===== src/rtl/nrisc_pkg.sv =====
// nrisc_pkg: shared widths, ALU operation codes and the EX register bundle
// for the nRISC 8-bit datapath.
package nrisc_pkg;

  localparam int DATA_W  = 8;
  localparam int REG_AW  = 2;
  localparam int CTRL_W  = 3;
  localparam int SHAMT_W = 3;

  typedef logic [CTRL_W-1:0] alu_ctrl_t;

  localparam alu_ctrl_t ALU_ADD  = 3'd0;
  localparam alu_ctrl_t ALU_SUB  = 3'd1;
  localparam alu_ctrl_t ALU_AND  = 3'd2;
  localparam alu_ctrl_t ALU_OR   = 3'd3;
  localparam alu_ctrl_t ALU_XOR  = 3'd4;
  localparam alu_ctrl_t ALU_SLL  = 3'd5;
  localparam alu_ctrl_t ALU_SRL  = 3'd6;
  localparam alu_ctrl_t ALU_PASS = 3'd7;

  typedef struct packed {
    logic [DATA_W-1:0]  a;
    logic [DATA_W-1:0]  b;
    alu_ctrl_t          ctrl;
    logic [SHAMT_W-1:0] shamt;
    logic [REG_AW-1:0]  rd;
    logic               wr_en;
  } ex_bundle_t;

endpackage


===== src/rtl/ex_fwd_mux.sv =====
// ex_fwd_mux: source selection for one operand. EX result beats WB result,
// which beats register-file data; hit flags are exported for hazard detection.
module ex_fwd_mux
  import nrisc_pkg::*;
#(
  parameter logic P_FWD_EN = 1'b1
) (
  input  logic [REG_AW-1:0] i_addr,
  input  logic [DATA_W-1:0] i_reg_data,
  input  logic              i_ex_wr,
  input  logic [REG_AW-1:0] i_ex_rd,
  input  logic [DATA_W-1:0] i_ex_data,
  input  logic              i_wb_wr,
  input  logic [REG_AW-1:0] i_wb_rd,
  input  logic [DATA_W-1:0] i_wb_data,
  output logic [DATA_W-1:0] o_data,
  output logic              o_ex_hit,
  output logic              o_wb_hit
);

  assign o_ex_hit = i_ex_wr && (i_ex_rd == i_addr);
  assign o_wb_hit = i_wb_wr && (i_wb_rd == i_addr);

  // Priority select: youngest in-flight producer wins
  always_comb begin
    o_data = i_reg_data;
    if (P_FWD_EN && o_ex_hit) begin
      o_data = i_ex_data;
    end else if (P_FWD_EN && o_wb_hit) begin
      o_data = i_wb_data;
    end else begin
      o_data = i_reg_data;
    end
  end

endmodule


===== src/rtl/ex_stage.sv =====
// ex_stage: EX register feeding the ALU and WB register capturing its result,
// valid/ready on both sides. Macro EX_FORWARDING_EN enables operand forwarding.
module ex_stage
  import nrisc_pkg::*;
(
  input  logic               clock,
  input  logic               reset,
  input  logic               flush,
  input  logic               in_valid,
  output logic               in_ready,
  input  logic [REG_AW-1:0]  in_rs_addr,
  input  logic [REG_AW-1:0]  in_rt_addr,
  input  logic [DATA_W-1:0]  in_rs_data,
  input  logic [DATA_W-1:0]  in_rt_data,
  input  logic [DATA_W-1:0]  in_imm,
  input  logic               in_use_imm,
  input  logic [CTRL_W-1:0]  in_ALUcontrol,
  input  logic [SHAMT_W-1:0] in_shamt,
  input  logic [REG_AW-1:0]  in_rd_addr,
  input  logic               in_wr_en,
  output logic [CTRL_W-1:0]  ALUcontrol,
  output logic [DATA_W-1:0]  a,
  output logic [DATA_W-1:0]  b,
  output logic [SHAMT_W-1:0] shamt,
  input  logic [DATA_W-1:0]  ALUout,
  input  logic               zero,
  output logic               out_valid,
  input  logic               out_ready,
  output logic [DATA_W-1:0]  out_result,
  output logic               out_zero,
  output logic [REG_AW-1:0]  out_rd_addr,
  output logic               out_wr_en
);

`ifdef EX_FORWARDING_EN
  localparam logic FWD_EN = 1'b1;
`else
  localparam logic FWD_EN = 1'b0;
`endif

  ex_bundle_t          r_ex;
  logic                r_ex_valid;
  logic                r_out_valid;
  logic [DATA_W-1:0]   r_out_result;
  logic                r_out_zero;
  logic [REG_AW-1:0]   r_out_rd_addr;
  logic                r_out_wr_en;

  ex_bundle_t          w_ex_next;
  logic [DATA_W-1:0]   w_rs_data;
  logic [DATA_W-1:0]   w_rt_data;
  logic                w_rs_ex_hit;
  logic                w_rs_wb_hit;
  logic                w_rt_ex_hit;
  logic                w_rt_wb_hit;
  logic                w_ex_wr;
  logic                w_wb_wr;
  logic                w_wb_adv;
  logic                w_slot_free;
  logic                w_hazard;
  logic                w_accept;

  assign w_ex_wr     = r_ex_valid && r_ex.wr_en;
  assign w_wb_wr     = r_out_valid && r_out_wr_en;
  assign w_wb_adv    = r_ex_valid && (!r_out_valid || out_ready);
  assign w_slot_free = !r_ex_valid || w_wb_adv;
  // Without forwarding, any read of an in-flight destination must wait it out
  assign w_hazard    = w_rs_ex_hit || w_rs_wb_hit ||
                       (!in_use_imm && (w_rt_ex_hit || w_rt_wb_hit));
  assign in_ready    = w_slot_free && (FWD_EN || !w_hazard);
  assign w_accept    = in_valid && in_ready && !flush;

  ex_fwd_mux #(.P_FWD_EN(FWD_EN)) u_fwd_rs (
    .i_addr     (in_rs_addr),
    .i_reg_data (in_rs_data),
    .i_ex_wr    (w_ex_wr),
    .i_ex_rd    (r_ex.rd),
    .i_ex_data  (ALUout),
    .i_wb_wr    (w_wb_wr),
    .i_wb_rd    (r_out_rd_addr),
    .i_wb_data  (r_out_result),
    .o_data     (w_rs_data),
    .o_ex_hit   (w_rs_ex_hit),
    .o_wb_hit   (w_rs_wb_hit)
  );

  ex_fwd_mux #(.P_FWD_EN(FWD_EN)) u_fwd_rt (
    .i_addr     (in_rt_addr),
    .i_reg_data (in_rt_data),
    .i_ex_wr    (w_ex_wr),
    .i_ex_rd    (r_ex.rd),
    .i_ex_data  (ALUout),
    .i_wb_wr    (w_wb_wr),
    .i_wb_rd    (r_out_rd_addr),
    .i_wb_data  (r_out_result),
    .o_data     (w_rt_data),
    .o_ex_hit   (w_rt_ex_hit),
    .o_wb_hit   (w_rt_wb_hit)
  );

  // Assemble the next EX contents from the offered instruction
  always_comb begin
    w_ex_next       = r_ex;
    w_ex_next.a     = w_rs_data;
    w_ex_next.ctrl  = alu_ctrl_t'(in_ALUcontrol);
    w_ex_next.shamt = in_shamt;
    w_ex_next.rd    = in_rd_addr;
    w_ex_next.wr_en = in_wr_en;
    if (in_use_imm) begin
      w_ex_next.b = in_imm;
    end else begin
      w_ex_next.b = w_rt_data;
    end
  end

  // EX register: flush beats accept, accept beats drain
  always_ff @(posedge clock or posedge reset) begin
    if (reset) begin
      r_ex       <= '0;
      r_ex_valid <= 1'b0;
    end else if (flush) begin
      r_ex_valid <= 1'b0;
    end else if (w_accept) begin
      r_ex       <= w_ex_next;
      r_ex_valid <= 1'b1;
    end else if (w_wb_adv) begin
      r_ex_valid <= 1'b0;
    end else begin
      r_ex_valid <= r_ex_valid;
    end
  end

  // WB register: captures the ALU result when EX advances
  always_ff @(posedge clock or posedge reset) begin
    if (reset) begin
      r_out_valid   <= 1'b0;
      r_out_result  <= {DATA_W{1'b0}};
      r_out_zero    <= 1'b0;
      r_out_rd_addr <= {REG_AW{1'b0}};
      r_out_wr_en   <= 1'b0;
    end else if (flush) begin
      r_out_valid <= 1'b0;
    end else if (w_wb_adv) begin
      r_out_valid   <= 1'b1;
      r_out_result  <= ALUout;
      r_out_zero    <= zero;
      r_out_rd_addr <= r_ex.rd;
      r_out_wr_en   <= r_ex.wr_en;
    end else if (r_out_valid && out_ready) begin
      r_out_valid <= 1'b0;
    end else begin
      r_out_valid <= r_out_valid;
    end
  end

  assign a           = r_ex.a;
  assign b           = r_ex.b;
  assign ALUcontrol  = r_ex.ctrl;
  assign shamt       = r_ex.shamt;
  assign out_valid   = r_out_valid;
  assign out_result  = r_out_result;
  assign out_zero    = r_out_zero;
  assign out_rd_addr = r_out_rd_addr;
  assign out_wr_en   = r_out_wr_en;

endmodule


===== config.mk =====
export PLATFORM = sky130hd
export DESIGN_NAME = ex_stage
export DESIGN_NICKNAME = d
export VERILOG_FILES = /design/src/rtl/nrisc_pkg.sv /design/src/rtl/ex_fwd_mux.sv /design/src/rtl/ex_stage.sv
export SDC_FILE = /design/constraint.sdc
export NUM_CORES = 1
export LEC_CHECK = 0
export BUFFER_PORTS_ARGS = -buffer_cell sky130_fd_sc_hd__buf_2
export CORE_MARGIN = 1.5
export CORE_UTILIZATION = 42
export DETAILED_ROUTE_END_ITERATION = 7
export PLACE_DENSITY = 0.83
export SYNTH_ARGS = -nofsm -noshare
export SYNTH_HDL_FRONTEND = slang
export SYNTH_SLANG_ARGS = --single-unit

===== constraint.sdc =====
create_clock -name clock -period 2 [get_ports clock]
set_input_delay 0.6 -clock clock [delete_from_list [all_inputs] [get_ports clock]]
set_output_delay 0.6 -clock clock [all_outputs]
set_load 0.02 [all_outputs]

## After elaboration in Yosys (flattened, before gate mapping)

Index checks and enable logic that the tools add are counted.

| word-level totals | value |
|---|---|
| register bits after elaboration | 39 |
| input bits | 52 |
| logic and storage cells | 50 |

| cells by class | value |
|---|---|
| equal/unequal tests | 4 |
| multiplexer cells | 7 |
| bitwise operators | 1 |
| reductions and logical operators | 26 |

Operators by type and width:

| kind | number |
|---|---|
| logical AND 1 bit | 12 |
| == test 2 bit | 4 |
| two-way mux 8 bit | 1 |
| two-way mux 1 bit | 6 |
| nonzero test 3 bit | 2 |
| logical NOT 1 bit | 5 |
| logical OR 1 bit | 5 |
| AND reduction 2 bit | 2 |
| NOT 1 bit | 1 |

## Depth between registers and ports, before layout

| logic depth | value |
|---|---|
| word-level depth | 11 |
| gate-level depth with buffers | 6 |
| mapped depth without buffers | 5 |

## By module

A second synthesis with hierarchy kept.

| unflattened totals | value |
|---|---|
| cell total of the unflattened synthesis | 153 |
| area, all modules | 2093.3 um2 |

By module, submodules not included:

| module | times used | cells an instance | area an instance (um2) | sequential area each (um2) |
|---|---|---|---|---|
| ex_stage | 1 | 125 | 1878.1 | 975.9 |
| ex_fwd_mux | 2 | 14 | 107.6 | 0.0 |

## Worst setup path after synthesis

No wires, ideal clock.

| timing | value |
|---|---|
| path kind | input to register |
| start point | input port in_rs_addr[1] |
| end point | register r_ex (netlist bit a[0]) |
| library setup time | 0.125 ns |
| arrival time | 1.951 ns |
| path slack | -0.076 ns |
| stages on the path | 6 |
| buffers on the path | 1 |
| cell sequence | xnor2_1 > nand3_1 > o21ai_0 > nor4_4 > buf_6 > mux2_2 |

| on the way | value |
|---|---|
| word-level cells in the longest chain between the ends | 9 |
| elaborated cells between the ends (all ways) | 11 |

RTL lines:

| element | line | RTL |
|---|---|---|
| start, declared | ex_stage.sv:11 | `input logic [REG_AW-1:0] in_rs_addr,` |
| == test 2 bit (on tied branches) | ex_fwd_mux.sv:21, ex_fwd_mux.sv:22 |  |
| logical AND 1 bit (on tied branches) | ex_fwd_mux.sv:21, ex_fwd_mux.sv:22 |  |
| logical OR 1 bit (*) (2 in series) | ex_stage.sv:68 | `assign w_hazard = w_rs_ex_hit \|\| w_rs_wb_hit \|\|` |
| logical NOT 1 bit (*) | ex_stage.sv:70 | `assign in_ready = w_slot_free && (FWD_EN \|\| !w_hazard);` |
| logical AND 1 bit (*) | ex_stage.sv:70 |  |
| logical AND 1 bit (*) (2 in series) | ex_stage.sv:71 | `assign w_accept = in_valid && in_ready && !flush;` |
| AND reduction 2 bit (no line) (*) | - |  |
| end signal, assigned | ex_stage.sv:124 | `r_ex <= w_ex_next;` |
| end, declared | ex_stage.sv:41 | `ex_bundle_t r_ex;` |

Every way passes the cells marked *; elsewhere a longest branch is shown, timed or not.
A chain may end at the register's enable or synchronous reset.

## Worst setup path after layout

| timing | value |
|---|---|
| start point | input port in_rt_addr[0] |
| end point | output port in_ready |

| on the way | value |
|---|---|
| word-level cells in the longest chain between the ends | 7 |
| elaborated cells between the ends (all ways) | 9 |

RTL lines:

| element | line | RTL |
|---|---|---|
| start, declared | ex_stage.sv:12 | `input logic [REG_AW-1:0] in_rt_addr,` |
| == test 2 bit (on tied branches) | ex_fwd_mux.sv:21, ex_fwd_mux.sv:22 |  |
| logical AND 1 bit (on tied branches) | ex_fwd_mux.sv:21, ex_fwd_mux.sv:22 |  |
| logical OR 1 bit (*) | ex_stage.sv:69 | `(!in_use_imm && (w_rt_ex_hit \|\| w_rt_wb_hit));` |
| logical AND 1 bit (*) | ex_stage.sv:69 |  |
| logical OR 1 bit (*) | ex_stage.sv:68 |  |
| logical NOT 1 bit (*) | ex_stage.sv:70 |  |
| logical AND 1 bit (*) | ex_stage.sv:70 |  |
| end, declared | ex_stage.sv:10 | `output logic in_ready,` |

Marked as above.

==> metrics <==
Worst Setup Start Kind=input port; DRT Pass-1 Iters=2; Clock Sink Count=39; I/O pin total=88; pre-CTS WS=-0.202 ns; number of placement rows=24; average size of a mapped cell=13.7 um^2; Max H-tree Level=2; Hold Worst Slack=0.426 ns; largest buffer count on any clock path=2; aggregate global routing overflow=0; minimum period implied by the final worst setup slack=2.21 ns; TritonCTS clock tree=built; worst path required time=~1.4 ns; Final setup viols=1; endpoint class of the critical path=output port; Yosys Warn Count=0; slack of the critical path=-0.215 ns; violated checks=setup timing; largest area contributor in the synthesized netlist=sky130_fd_sc_hd__dfrtp_1; drt via density=4.80; library cell used as clock root buffer=sky130_fd_sc_hd__clkbuf_8; most area-consuming cells after synthesis=sky130_fd_sc_hd__dfrtp_1 52%, sky130_fd_sc_hd__mux2_2 27%, sky130_fd_sc_hd__buf_4 8.8%; status=finished, violations left; share of layout cells above drive strength 1=72.9%; port buffer count=87; clock insertion delay at the later pin of the skew report=between 0.2 and 0.3 ns; cts-stage hold buffer count=0; worst slew pin tran=approximately 0.47 ns; post-DR wirelength/cell=13.7 um; Yosys reg bits=39; post-detailed-route count of antenna-violating nets=0; unrepaired setup endpoints after global routing=true; number of inserted filler cells in the final layout=383; leakage power total=1.19 nW; post-synth cell types=21; Period Utilization, post-route=111%; maximum clock skew at final layout=0.00537 ns; global placer's final weighted congestion=about 0.76; portion of the post-synthesis area used by sequential elements=52.2%; DIE WIDTH=69.7 um; Die Span Y=69.7 um; DIE AREA=4860 um^2; setup TNS after final layout=-0.215 ns; number of remaining DRC errors=0; first-pass GRT wire length=5750 um; PwrDens=1060 nW/um^2; maximum VDD drop=0.790 mV; portion of synthesized cell area occupied by the leading cell type=52.2%; drt first-iter violations=16; Core Box Area=4320 um^2; Synth Cell Area=roughly 1900 um^2; Fmax achieved=roughly 0.45 GHz; total routing resource utilization after global routing=15.0%; Hold/Removal Path Class=in -> async; Vias=about 1300; final net count=272; post-layout total power=between 2 and 3 mW; initial antenna violation count=0; relative max-transition margin=68.3%; Cells after Synth=136; HPWL after detailed placement=between 2000 and 3000 um; critical path type=in -> out; pin count of the biggest net entering global routing=40; number of slew-limit violations in the final report=0; area growth from synthesis to layout=31.6%; CTS clk-pin slew, worst paths=0.07 ns; Maximum Capacitance Violations=0; endpoint arrival time on the critical path=1.61 ns; CTS Buf Count=5; crit path max fanout=2; vias in the first global route=1370; Fin. Hold Viols=0; total wire length=3750 um; effective utilization at floorplan=43.2%; number of nets produced by synthesis=188; number of inserted diodes=0
cell usage after synthesis:
library cell	n
sky130_fd_sc_hd__clkbuf_1	1
sky130_fd_sc_hd__nor4_4	1
sky130_fd_sc_hd__xnor2_1	3
sky130_fd_sc_hd__a31o_2	1
sky130_fd_sc_hd__o21ai_0	1
sky130_fd_sc_hd__mux2_2	45
sky130_fd_sc_hd__inv_1	2
sky130_fd_sc_hd__buf_6	2
sky130_fd_sc_hd__nor2b_1	1
sky130_fd_sc_hd__nor2_1	2
sky130_fd_sc_hd__clkbuf_8	1
sky130_fd_sc_hd__nor3_1	2
sky130_fd_sc_hd__xor2_1	5
sky130_fd_sc_hd__nand3_1	1
sky130_fd_sc_hd__nand2_1	3
sky130_fd_sc_hd__buf_4	22
sky130_fd_sc_hd__nor3b_1	1
sky130_fd_sc_hd__or3_1	1
sky130_fd_sc_hd__nand4_1	1
sky130_fd_sc_hd__a21oi_2	1
sky130_fd_sc_hd__dfrtp_1	39
through the flow:
stage	area, um^2	util (%)	instances
detailed placement	2260	52.3	260
global route	2460	56.9	273
finish	2460	56.9	273
floorplan	1870	-	136
CTS	2370	54.7	269
global placement	2260	52.3	260
placed cells by master, fill, tap and decap left out, drive strengths merged:
| cell | instances |
|---|---|
| buf | 101 |
| mux2 | 45 |
| dfrtp | 39 |
| clkbuf | 10 |
| xor2 | 5 |
| xnor2 | 3 |
| nand2 | 3 |
| inv | 2 |
| nor2 | 2 |
| nor3 | 2 |
| nand4 | 1 |
| or3 | 1 |
| a21oi | 1 |
| nand3 | 1 |
| nor2b | 1 |
| o21ai | 1 |
| nor4 | 1 |
| nor3b | 1 |
| a31o | 1 |
cell type report:
class | count | area (um^2) | area share (%)
inverters | 2 | 7.51 | 0.305
well taps | 52 | 65.1 | 2.64
clock buffers | 8 | 100 | 4.07
repair buffers | 103 | 611 | 24.8
flip-flops and latches | 39 | 976 | 39.7
multi-input cells | 69 | 701 | 28.5
sequential cells by signal (all words and copies together), names as in the netlist:
register / count
ALUcontrol: 3
a: 8
b: 8
out_rd_addr: 2
out_result: 8
out_valid: 1
out_wr_en: 1
out_zero: 1
r_ex: 3
r_ex_valid: 1
shamt: 3
power breakdown:
part	switching, mW	internal (mW)
logic	0.489	0.441
clock network	0.249	0.314
registers	0.127	0.996
critical path: stages:
cell and delay (ns):
sky130_fd_sc_hd__buf_2 0.12, sky130_fd_sc_hd__xor2_1 0.14, sky130_fd_sc_hd__or3_1 0.36, sky130_fd_sc_hd__a21oi_2 0.15
sky130_fd_sc_hd__nor3_1 0.08, sky130_fd_sc_hd__buf_2 0.17
kinds of logic (layout without fill, tap and decap cells):
| logic type | after synthesis | after routing | share of synthesized area, % |
|---|---|---|---|
| buffers and inverters | 28 | 113 | 11.4 |
| AOI/OAI and AO/OA | 3 | 3 | 1.20 |
| and+or+nand+nor | 13 | 13 | 4.35 |
| DFF | 39 | 39 | 52.2 |
| xor gates and xnor gates | 8 | 8 | 3.75 |
| muxes | 45 | 45 | 27.1 |
routing by layer:
layer	wire, um	global-route usage [%]	up-vias
met2	1870	26.5	69
met4	46	4.49	0
met3	334	6.83	6
met5	0	0	-
li1	-	-	604
met1	1500	16.1	632
final timing paths:
path                                      from          endpoint  slack (ns)  cells past startpoint
hold / removal                           reset  a[1]$_DFFE_PP0P_        0.43                      3
max in group asynchronous                reset  b[6]$_DFFE_PP0P_        1.23                      3
setup reg to reg           r_ex[2]$_DFFE_PP0P_  b[5]$_DFFE_PP0P_        0.06                      8
setup / recovery                 in_rt_addr[0]          in_ready       -0.21                      6
min in group clock            b[2]$_DFFE_PP0P_  b[2]$_DFFE_PP0P_        0.50                      1
hold reg to reg               b[2]$_DFFE_PP0P_  b[2]$_DFFE_PP0P_        0.50                      1
what timing repair did:
item | CTS | global route
gates resized for setup | 0 | 4
endpoints found under the setup margin | 1 | 22
gates cloned | 0 | 3
buffers inserted | 1 | 1
pin swaps | 0 | 2
Power figures use the tool's default switching activity.
